`config.mk`:
```
export PLATFORM = sky130hd
export DESIGN_NAME = seven_seg_scanner
export DESIGN_NICKNAME = d
export VERILOG_FILES = /design/src/rtl/seven_seg_pkg.sv /design/src/rtl/seg_decoder.sv /design/src/rtl/seven_seg_scanner.sv
export SDC_FILE = /design/constraint.sdc
export NUM_CORES = 1
export LEC_CHECK = 0
export ABC_AREA = 1
export CAP_MARGIN = 0
export CORE_MARGIN = 5
export CORE_UTILIZATION = 57
export CTS_BUF_LIST = sky130_fd_sc_hd__clkbuf_16
export DETAILED_ROUTE_END_ITERATION = 8
export DONT_BUFFER_PORTS = 1
export GPL_TIMING_DRIVEN = 0
export HOLD_SLACK_MARGIN = 0.12
export PLACE_DENSITY = 0.75
export SLEW_MARGIN = 10
export SYNTH_ARGS = -nofsm -noshare
export SYNTH_HDL_FRONTEND = slang
export SYNTH_SLANG_ARGS = --single-unit
```
`constraint.sdc`:
```
create_clock -name clk -period 2.46 [get_ports clk]
set_clock_uncertainty 0.05 [all_clocks]
set_input_delay 0.369 -clock clk [delete_from_list [all_inputs] [get_ports clk]]
set_output_delay 0.369 -clock clk [all_outputs]
set_load 0.01 [all_outputs]
```
`src/rtl/seven_seg_pkg.sv`:
```
// Segment patterns (bit0=a .. bit6=g, active-high) shared by the 7-segment scanner
// and its decoder.
package seven_seg_pkg;

  localparam logic [6:0] SEG_0     = 7'h3F;
  localparam logic [6:0] SEG_1     = 7'h06;
  localparam logic [6:0] SEG_2     = 7'h5B;
  localparam logic [6:0] SEG_3     = 7'h4F;
  localparam logic [6:0] SEG_4     = 7'h66;
  localparam logic [6:0] SEG_5     = 7'h6D;
  localparam logic [6:0] SEG_6     = 7'h7D;
  localparam logic [6:0] SEG_7     = 7'h07;
  localparam logic [6:0] SEG_8     = 7'h7F;
  localparam logic [6:0] SEG_9     = 7'h6F;
  localparam logic [6:0] SEG_A     = 7'h77;
  localparam logic [6:0] SEG_B     = 7'h7C;
  localparam logic [6:0] SEG_C     = 7'h39;
  localparam logic [6:0] SEG_D     = 7'h5E;
  localparam logic [6:0] SEG_E     = 7'h79;
  localparam logic [6:0] SEG_F     = 7'h71;
  localparam logic [6:0] SEG_BLANK = 7'h00;

  function automatic logic [6:0] seg_pattern(input logic [3:0] nibble);
    logic [6:0] pat;
    case (nibble)
      4'h0:    pat = SEG_0;
      4'h1:    pat = SEG_1;
      4'h2:    pat = SEG_2;
      4'h3:    pat = SEG_3;
      4'h4:    pat = SEG_4;
      4'h5:    pat = SEG_5;
      4'h6:    pat = SEG_6;
      4'h7:    pat = SEG_7;
      4'h8:    pat = SEG_8;
      4'h9:    pat = SEG_9;
      4'hA:    pat = SEG_A;
      4'hB:    pat = SEG_B;
      4'hC:    pat = SEG_C;
      4'hD:    pat = SEG_D;
      4'hE:    pat = SEG_E;
      default: pat = SEG_F;
    endcase
    return pat;
  endfunction

endpackage

```
`src/rtl/seg_decoder.sv`:
```
// Combinational nibble -> 7-segment decoder (active-high).
// Define HEX_DECODE_EN to show A..F for nibbles 10..15; otherwise they are blank.
module seg_decoder
  import seven_seg_pkg::*;
(
  input  logic [3:0] nibble_i,
  output logic [6:0] seg_o
);

  always_comb begin
`ifdef HEX_DECODE_EN
    seg_o = seg_pattern(nibble_i);
`else
    seg_o = (nibble_i > 4'd9) ? SEG_BLANK : seg_pattern(nibble_i);
`endif
  end

endmodule

```
`src/rtl/seven_seg_scanner.sv`:
```
// Multiplexed N-digit 7-segment scanner with frame latching, leading-zero blanking and
// anti-ghosting dead time. Optional macro HEX_DECODE_EN (in seg_decoder) enables A..F glyphs.
module seven_seg_scanner
  import seven_seg_pkg::*;
#(
  parameter int N_DIGITS       = 4,
  parameter int REFRESH_DIV    = 100000,
  parameter int BLANK_CYCLES   = 1000,
  parameter int SEG_ACTIVE_LOW = 1,
  parameter int AN_ACTIVE_LOW  = 1
) (
  input  logic                  clk,
  input  logic                  reset,
  input  logic [4*N_DIGITS-1:0] digits_i,
  input  logic [N_DIGITS-1:0]   dp_i,
  input  logic                  lzb_i,
  input  logic                  en_i,
  output logic [N_DIGITS-1:0]   an_o,
  output logic [6:0]            seg_o,
  output logic                  dp_o,
  output logic                  frame_o
);

  localparam int CNT_W = (REFRESH_DIV > 1) ? $clog2(REFRESH_DIV) : 1;
  localparam int IDX_W = (N_DIGITS > 1) ? $clog2(N_DIGITS) : 1;

  localparam logic [CNT_W-1:0]    CNT_MAX     = CNT_W'(REFRESH_DIV - 1);
  localparam logic [CNT_W-1:0]    BLANK_START = CNT_W'(BLANK_CYCLES);
  localparam logic [IDX_W-1:0]    IDX_MAX     = IDX_W'(N_DIGITS - 1);
  localparam logic [N_DIGITS-1:0] AN_OFF      = (AN_ACTIVE_LOW != 0) ? {N_DIGITS{1'b1}} : {N_DIGITS{1'b0}};
  localparam logic [6:0]          SEG_OFF     = (SEG_ACTIVE_LOW != 0) ? 7'h7F : 7'h00;
  localparam logic                DP_OFF      = (SEG_ACTIVE_LOW != 0);

  logic [CNT_W-1:0]      cnt_d, cnt_q;
  logic [IDX_W-1:0]      idx_d, idx_q;
  logic [4*N_DIGITS-1:0] frame_digits_d, frame_digits_q;
  logic [N_DIGITS-1:0]   frame_dp_d, frame_dp_q;
  logic                  frame_lzb_d, frame_lzb_q;
  logic                  frame_d, frame_q;
  logic [N_DIGITS-1:0]   an_d, an_q;
  logic [6:0]            seg_d, seg_q;
  logic                  dp_d, dp_q;

  logic                  latch;
  logic                  show;
  logic                  above_zero;
  logic [3:0]            cur_nibble;
  logic                  cur_dp;
  logic                  cur_blank;
  logic [N_DIGITS-1:0]   an_onehot;
  logic [6:0]            dec_seg;
  logic [N_DIGITS-1:0]   an_act;
  logic [6:0]            seg_act;
  logic                  dp_act;

  seg_decoder u_seg_decoder (
    .nibble_i (cur_nibble),
    .seg_o    (dec_seg)
  );

  // Scan counters and frame latch; the display reads the *_d frame so the
  // first slot of a frame already shows the freshly latched value.
  always_comb begin
    latch = (cnt_q == '0) && (idx_q == '0);
    cnt_d = (cnt_q == CNT_MAX) ? '0 : cnt_q + 1'b1;
    idx_d = idx_q;
    if (cnt_q == CNT_MAX) begin
      idx_d = (idx_q == IDX_MAX) ? '0 : idx_q + 1'b1;
    end
    frame_digits_d = latch ? digits_i : frame_digits_q;
    frame_dp_d     = latch ? dp_i     : frame_dp_q;
    frame_lzb_d    = latch ? lzb_i    : frame_lzb_q;
    frame_d        = latch;
  end

  // Walk from the most significant digit down so above_zero tracks "this digit
  // and everything above it is zero" for the leading-zero mask.
  always_comb begin
    cur_nibble = '0;
    cur_dp     = 1'b0;
    cur_blank  = 1'b0;
    an_onehot  = '0;
    above_zero = frame_lzb_d;
    for (int k = N_DIGITS - 1; k >= 0; k--) begin
      above_zero = above_zero && (frame_digits_d[4*k +: 4] == 4'h0);
      if (idx_q == IDX_W'(k)) begin
        cur_nibble   = frame_digits_d[4*k +: 4];
        cur_dp       = frame_dp_d[k];
        cur_blank    = above_zero && (k != 0);
        an_onehot[k] = 1'b1;
      end
    end
  end

  always_comb begin
    show    = en_i && (cnt_q >= BLANK_START);
    an_act  = show ? an_onehot : '0;
    seg_act = (show && !cur_blank) ? dec_seg : SEG_BLANK;
    dp_act  = show && cur_dp;
    an_d    = (AN_ACTIVE_LOW != 0)  ? ~an_act  : an_act;
    seg_d   = (SEG_ACTIVE_LOW != 0) ? ~seg_act : seg_act;
    dp_d    = (SEG_ACTIVE_LOW != 0) ? ~dp_act  : dp_act;
  end

  always_ff @(posedge clk) begin
    if (reset) begin
      cnt_q          <= '0;
      idx_q          <= '0;
      frame_digits_q <= '0;
      frame_dp_q     <= '0;
      frame_lzb_q    <= 1'b0;
      frame_q        <= 1'b0;
      an_q           <= AN_OFF;
      seg_q          <= SEG_OFF;
      dp_q           <= DP_OFF;
    end else begin
      cnt_q          <= cnt_d;
      idx_q          <= idx_d;
      frame_digits_q <= frame_digits_d;
      frame_dp_q     <= frame_dp_d;
      frame_lzb_q    <= frame_lzb_d;
      frame_q        <= frame_d;
      an_q           <= an_d;
      seg_q          <= seg_d;
      dp_q           <= dp_d;
    end
  end

  assign an_o    = an_q;
  assign seg_o   = seg_q;
  assign dp_o    = dp_q;
  assign frame_o = frame_q;

endmodule

```
==> qor.yml <==
r2r_slack_ps: -70
violations: "setup timing"
tightestPinTransition_ps: 594
cp.required_ps: 2590
clkTransAtPathRegs_ps: 70
hp-class: "in -> reg"
pwr_density_cell_mw_per_mm2: 582
start_util_pct: 59.7
die_h_um: 81.1
die_w_um: 81.1
wl_per_cell_um: 14.2
p_total_mw: 2.06
finalHoldViolCount: 0
maxCapViolCount: 0
syn_inst: 407
h-tree-depth: 2
reg2reg_from: "cnt_q[1]$_SDFF_PP0_"
synth_async_sr_flop_share_pct: 0
hpwl_um: 4810
fin_crit_sh_pct: 103
syn_nets: 443
grt_pass1_wl_um: 12000
drt_iter0_drc: 126
numCtsBuffers: 5
ys.flop_type: "dfxtp_1"
start_kind: "flop"
postSynthAreaPerCell_sq_um: 7.07
ys_warn_count: 0
clk_latency_ps: 290
min_period_ps: 2530
drt_wl_total_um: 7290
antenna_found_initial: 0
grt_pass1_vias: 2686
fp.dieArea_sq_mm: 0.00657
dp_cells: 474
root_buffer: "clkbuf_16"
final_antenna_net_count: 0
final_util_pct: 73.6
areaGrowthSynthToFinish_pct: 23.2
crit_path_end_kind: "flop"
drv_slew: 0
netlist-cell-type-count: 38
maxSlewHeadroom_pct: 60.2
setup_tns_ps: -201
hold_end: "frame_digits_q[1]$_SDFF_PP0_"
switchingPower_uw: 596
track_usage_pct: 23.3
drtPass1Iterations: 5
fin_cells: 513
ys_ff_latch: 53
synth_enable_flop_cells: 0
drive_above_1_share_pct: 25.6
placed_area_sq_mm: 0.00297
ys_seq_area_share_pct: 36.9
num_rows: 25
static-leakage-power_nw: 1.60
antennaDiodeCount: 0
hold_path.startpoint: "digits_i[1]"
crit_type: "reg -> reg"
dp_slack_ps: -315
holdPathStages: 2
ioPinCount: 37
grt-ovfl-total: 0
p_seq_share_pct: 44.3
status: "finished, violations left"
cp_max_fo: 6
cts_sinks: 53
num-nets-final: 482
viasPerCell: 5.49
netlist_area_sq_mm: 0.00288
max_freq_mhz: 396
worstPathArrival_ps: 2660
netSwitchingFraction_pct: 28.9
cts_tree: "done"
combPwrFrac_pct: 23.6
clk_path_buf_depth: 2
setup_viol: 7
core_area_sq_mm: 0.00482
r2r_end: "seg_o[1]$_SDFF_PP1_"
setup_ws_ps: -67.0
internal_power_mw: 1.47
port_buffers: 0
grt_max_degree: 15
gp_congestion: 0.903
drc_errors: 0
rsz0062_at_grt: "true"
hold_slack_ps: 192
design_area_sq_mm: 0.00355
r2r_cells: 21
vias: 2816
ir_drop_uv: 411
clkPwrFrac_pct: 32.1
sequential cells by signal, summed over array words and instances, names as in the netlist:
| register | flops |
|---|---|
| cnt_q | 17 |
| frame_digits_q | 16 |
| seg_o | 7 |
| an_o | 4 |
| frame_dp_q | 4 |
| idx_q | 2 |
| dp_o | 1 |
| frame_lzb_q | 1 |
| frame_o | 1 |
logic make-up after synthesis:
family,Yosys count,share of synthesized area (%)
AO/OA/AOI/OAI,43,8.65
XOR/XNOR,3,0.913
adder cells (fa/ha/maj),12,5.22
buffers and inverters,60,8.35
flip-flops,53,36.9
multiplexers,1,0.348
AND/OR/NAND/NOR,235,39.7
cell usage after synthesis (2+ instances only):
library cell | count | area share [%]
a21oi_1 | 24 | 4.2
a31oi_1 | 3 | 0.65
buf_2 | 3 | 0.52
clkbuf_1 | 3 | 0.39
dfxtp_1 | 53 | 37
ha_1 | 12 | 5.2
inv_1 | 44 | 5.7
inv_2 | 7 | 0.91
nand2_1 | 108 | 14
nand2_2 | 9 | 2.0
nand2_4 | 2 | 0.78
nand3_1 | 32 | 5.6
nand4_1 | 21 | 4.6
nor2_1 | 34 | 4.4
nor2_2 | 7 | 1.5
nor2_8 | 3 | 2.1
nor3_1 | 8 | 1.4
nor3b_1 | 2 | 0.52
o211ai_1 | 4 | 1.0
o21ai_0 | 6 | 1.0
or2_2 | 3 | 0.65
xor2_1 | 3 | 0.91
power groups by stage:
| stage | Sequential [mW] | Combinational (mW) | Clock [mW] |
|---|---|---|---|
| global route | 0.917 | 0.536 | 0.697 |
| global placement | 0.931 | 0.330 | 0 |
| floorplan | 0.928 | 0.277 | 0 |
| CTS | 0.913 | 0.433 | 0.663 |
| finish | 0.914 | 0.486 | 0.662 |
| detailed placement | 0.931 | 0.336 | 0 |
final cells by class:
type | count | area, sq um
multi-input cells | 294 | 1740
fillers | 394 | 1270
flip-flops and latches | 53 | 1070
repair buffers | 32 | 250
inverters | 52 | 206
clock buffers | 5 | 125
well taps | 67 | 83.8
plain buffers | 8 | 62.6
clock inverters | 2 | 7.51
critical path: stages, from the launching register on:
cell and delay, ps:
dfxtp_2 320, inv_2 60, ha_4 130, inv_4 30
nor2_4 90, nand2_4 70, nor2_8 170, nand3_4 130
buf_4 160, clkinv_2 80, nand2_1 70, nand2_1 70
nand2_1 70, nand2_2 110, inv_4 60, buf_4 130
buf_4 120, ha_1 270, nand2_2 80, nand2_1 50
nand2_1 60, nand2_1 40
metal layers:
metal / global-route usage [%] / share of wire, % / up-vias
li1: - / - / 1396
met3: 5.10 / 6.2 / 15
met5: 0 / 0 / -
met1: 25.6 / 41 / 1312
met4: 7.26 / 2.2 / 0
met2: 44.2 / 51 / 93
cell usage in the layout (no fill, tap or decap), types with 4 or more instances in the layout:
master / count
clkbuf_16: 5
o21ai_0: 6
inv_4: 4
nor2_2: 5
inv_1: 38
dfxtp_2: 6
a21oi_1: 24
nand3_1: 25
nand3_2: 7
buf_4: 29
nand2_4: 6
nor2_1: 33
nor3_1: 8
nand2_2: 15
inv_2: 10
ha_4: 4
ha_1: 8
nand4_1: 21
o211ai_1: 4
dfxtp_1: 47
nand2_1: 98
repair_timing:
action / 4_1_cts / 5_1_grt
endpoints found under the setup margin: 7 / 17
cloned: 0 / 0
hold buffers: 1 / 0
endpoints found under the hold margin: 2 / 0
pin swaps: 19 / 13
buffers inserted: 24 / 7
resized for setup: 43 / 13
worst max path at each step:
stage	startpoint	to	slack, ps	cells past startpoint
after floorplan	cnt_q[0]$_SDFF_PP0_	seg_o[0]$_SDFF_PP1_	0.4	20
after global placement	idx_q[0]$_SDFFE_PP0P_	seg_o[0]$_SDFF_PP1_	-290	17
after detailed placement	idx_q[0]$_SDFFE_PP0P_	seg_o[0]$_SDFF_PP1_	-310	17
after CTS	cnt_q[1]$_SDFF_PP0_	seg_o[0]$_SDFF_PP1_	-30	22
after global routing	cnt_q[1]$_SDFF_PP0_	seg_o[3]$_SDFF_PP1_	-220	22
final	cnt_q[1]$_SDFF_PP0_	seg_o[1]$_SDFF_PP1_	-70	21
No activity file was read; power rests on OpenSTA's default activity.
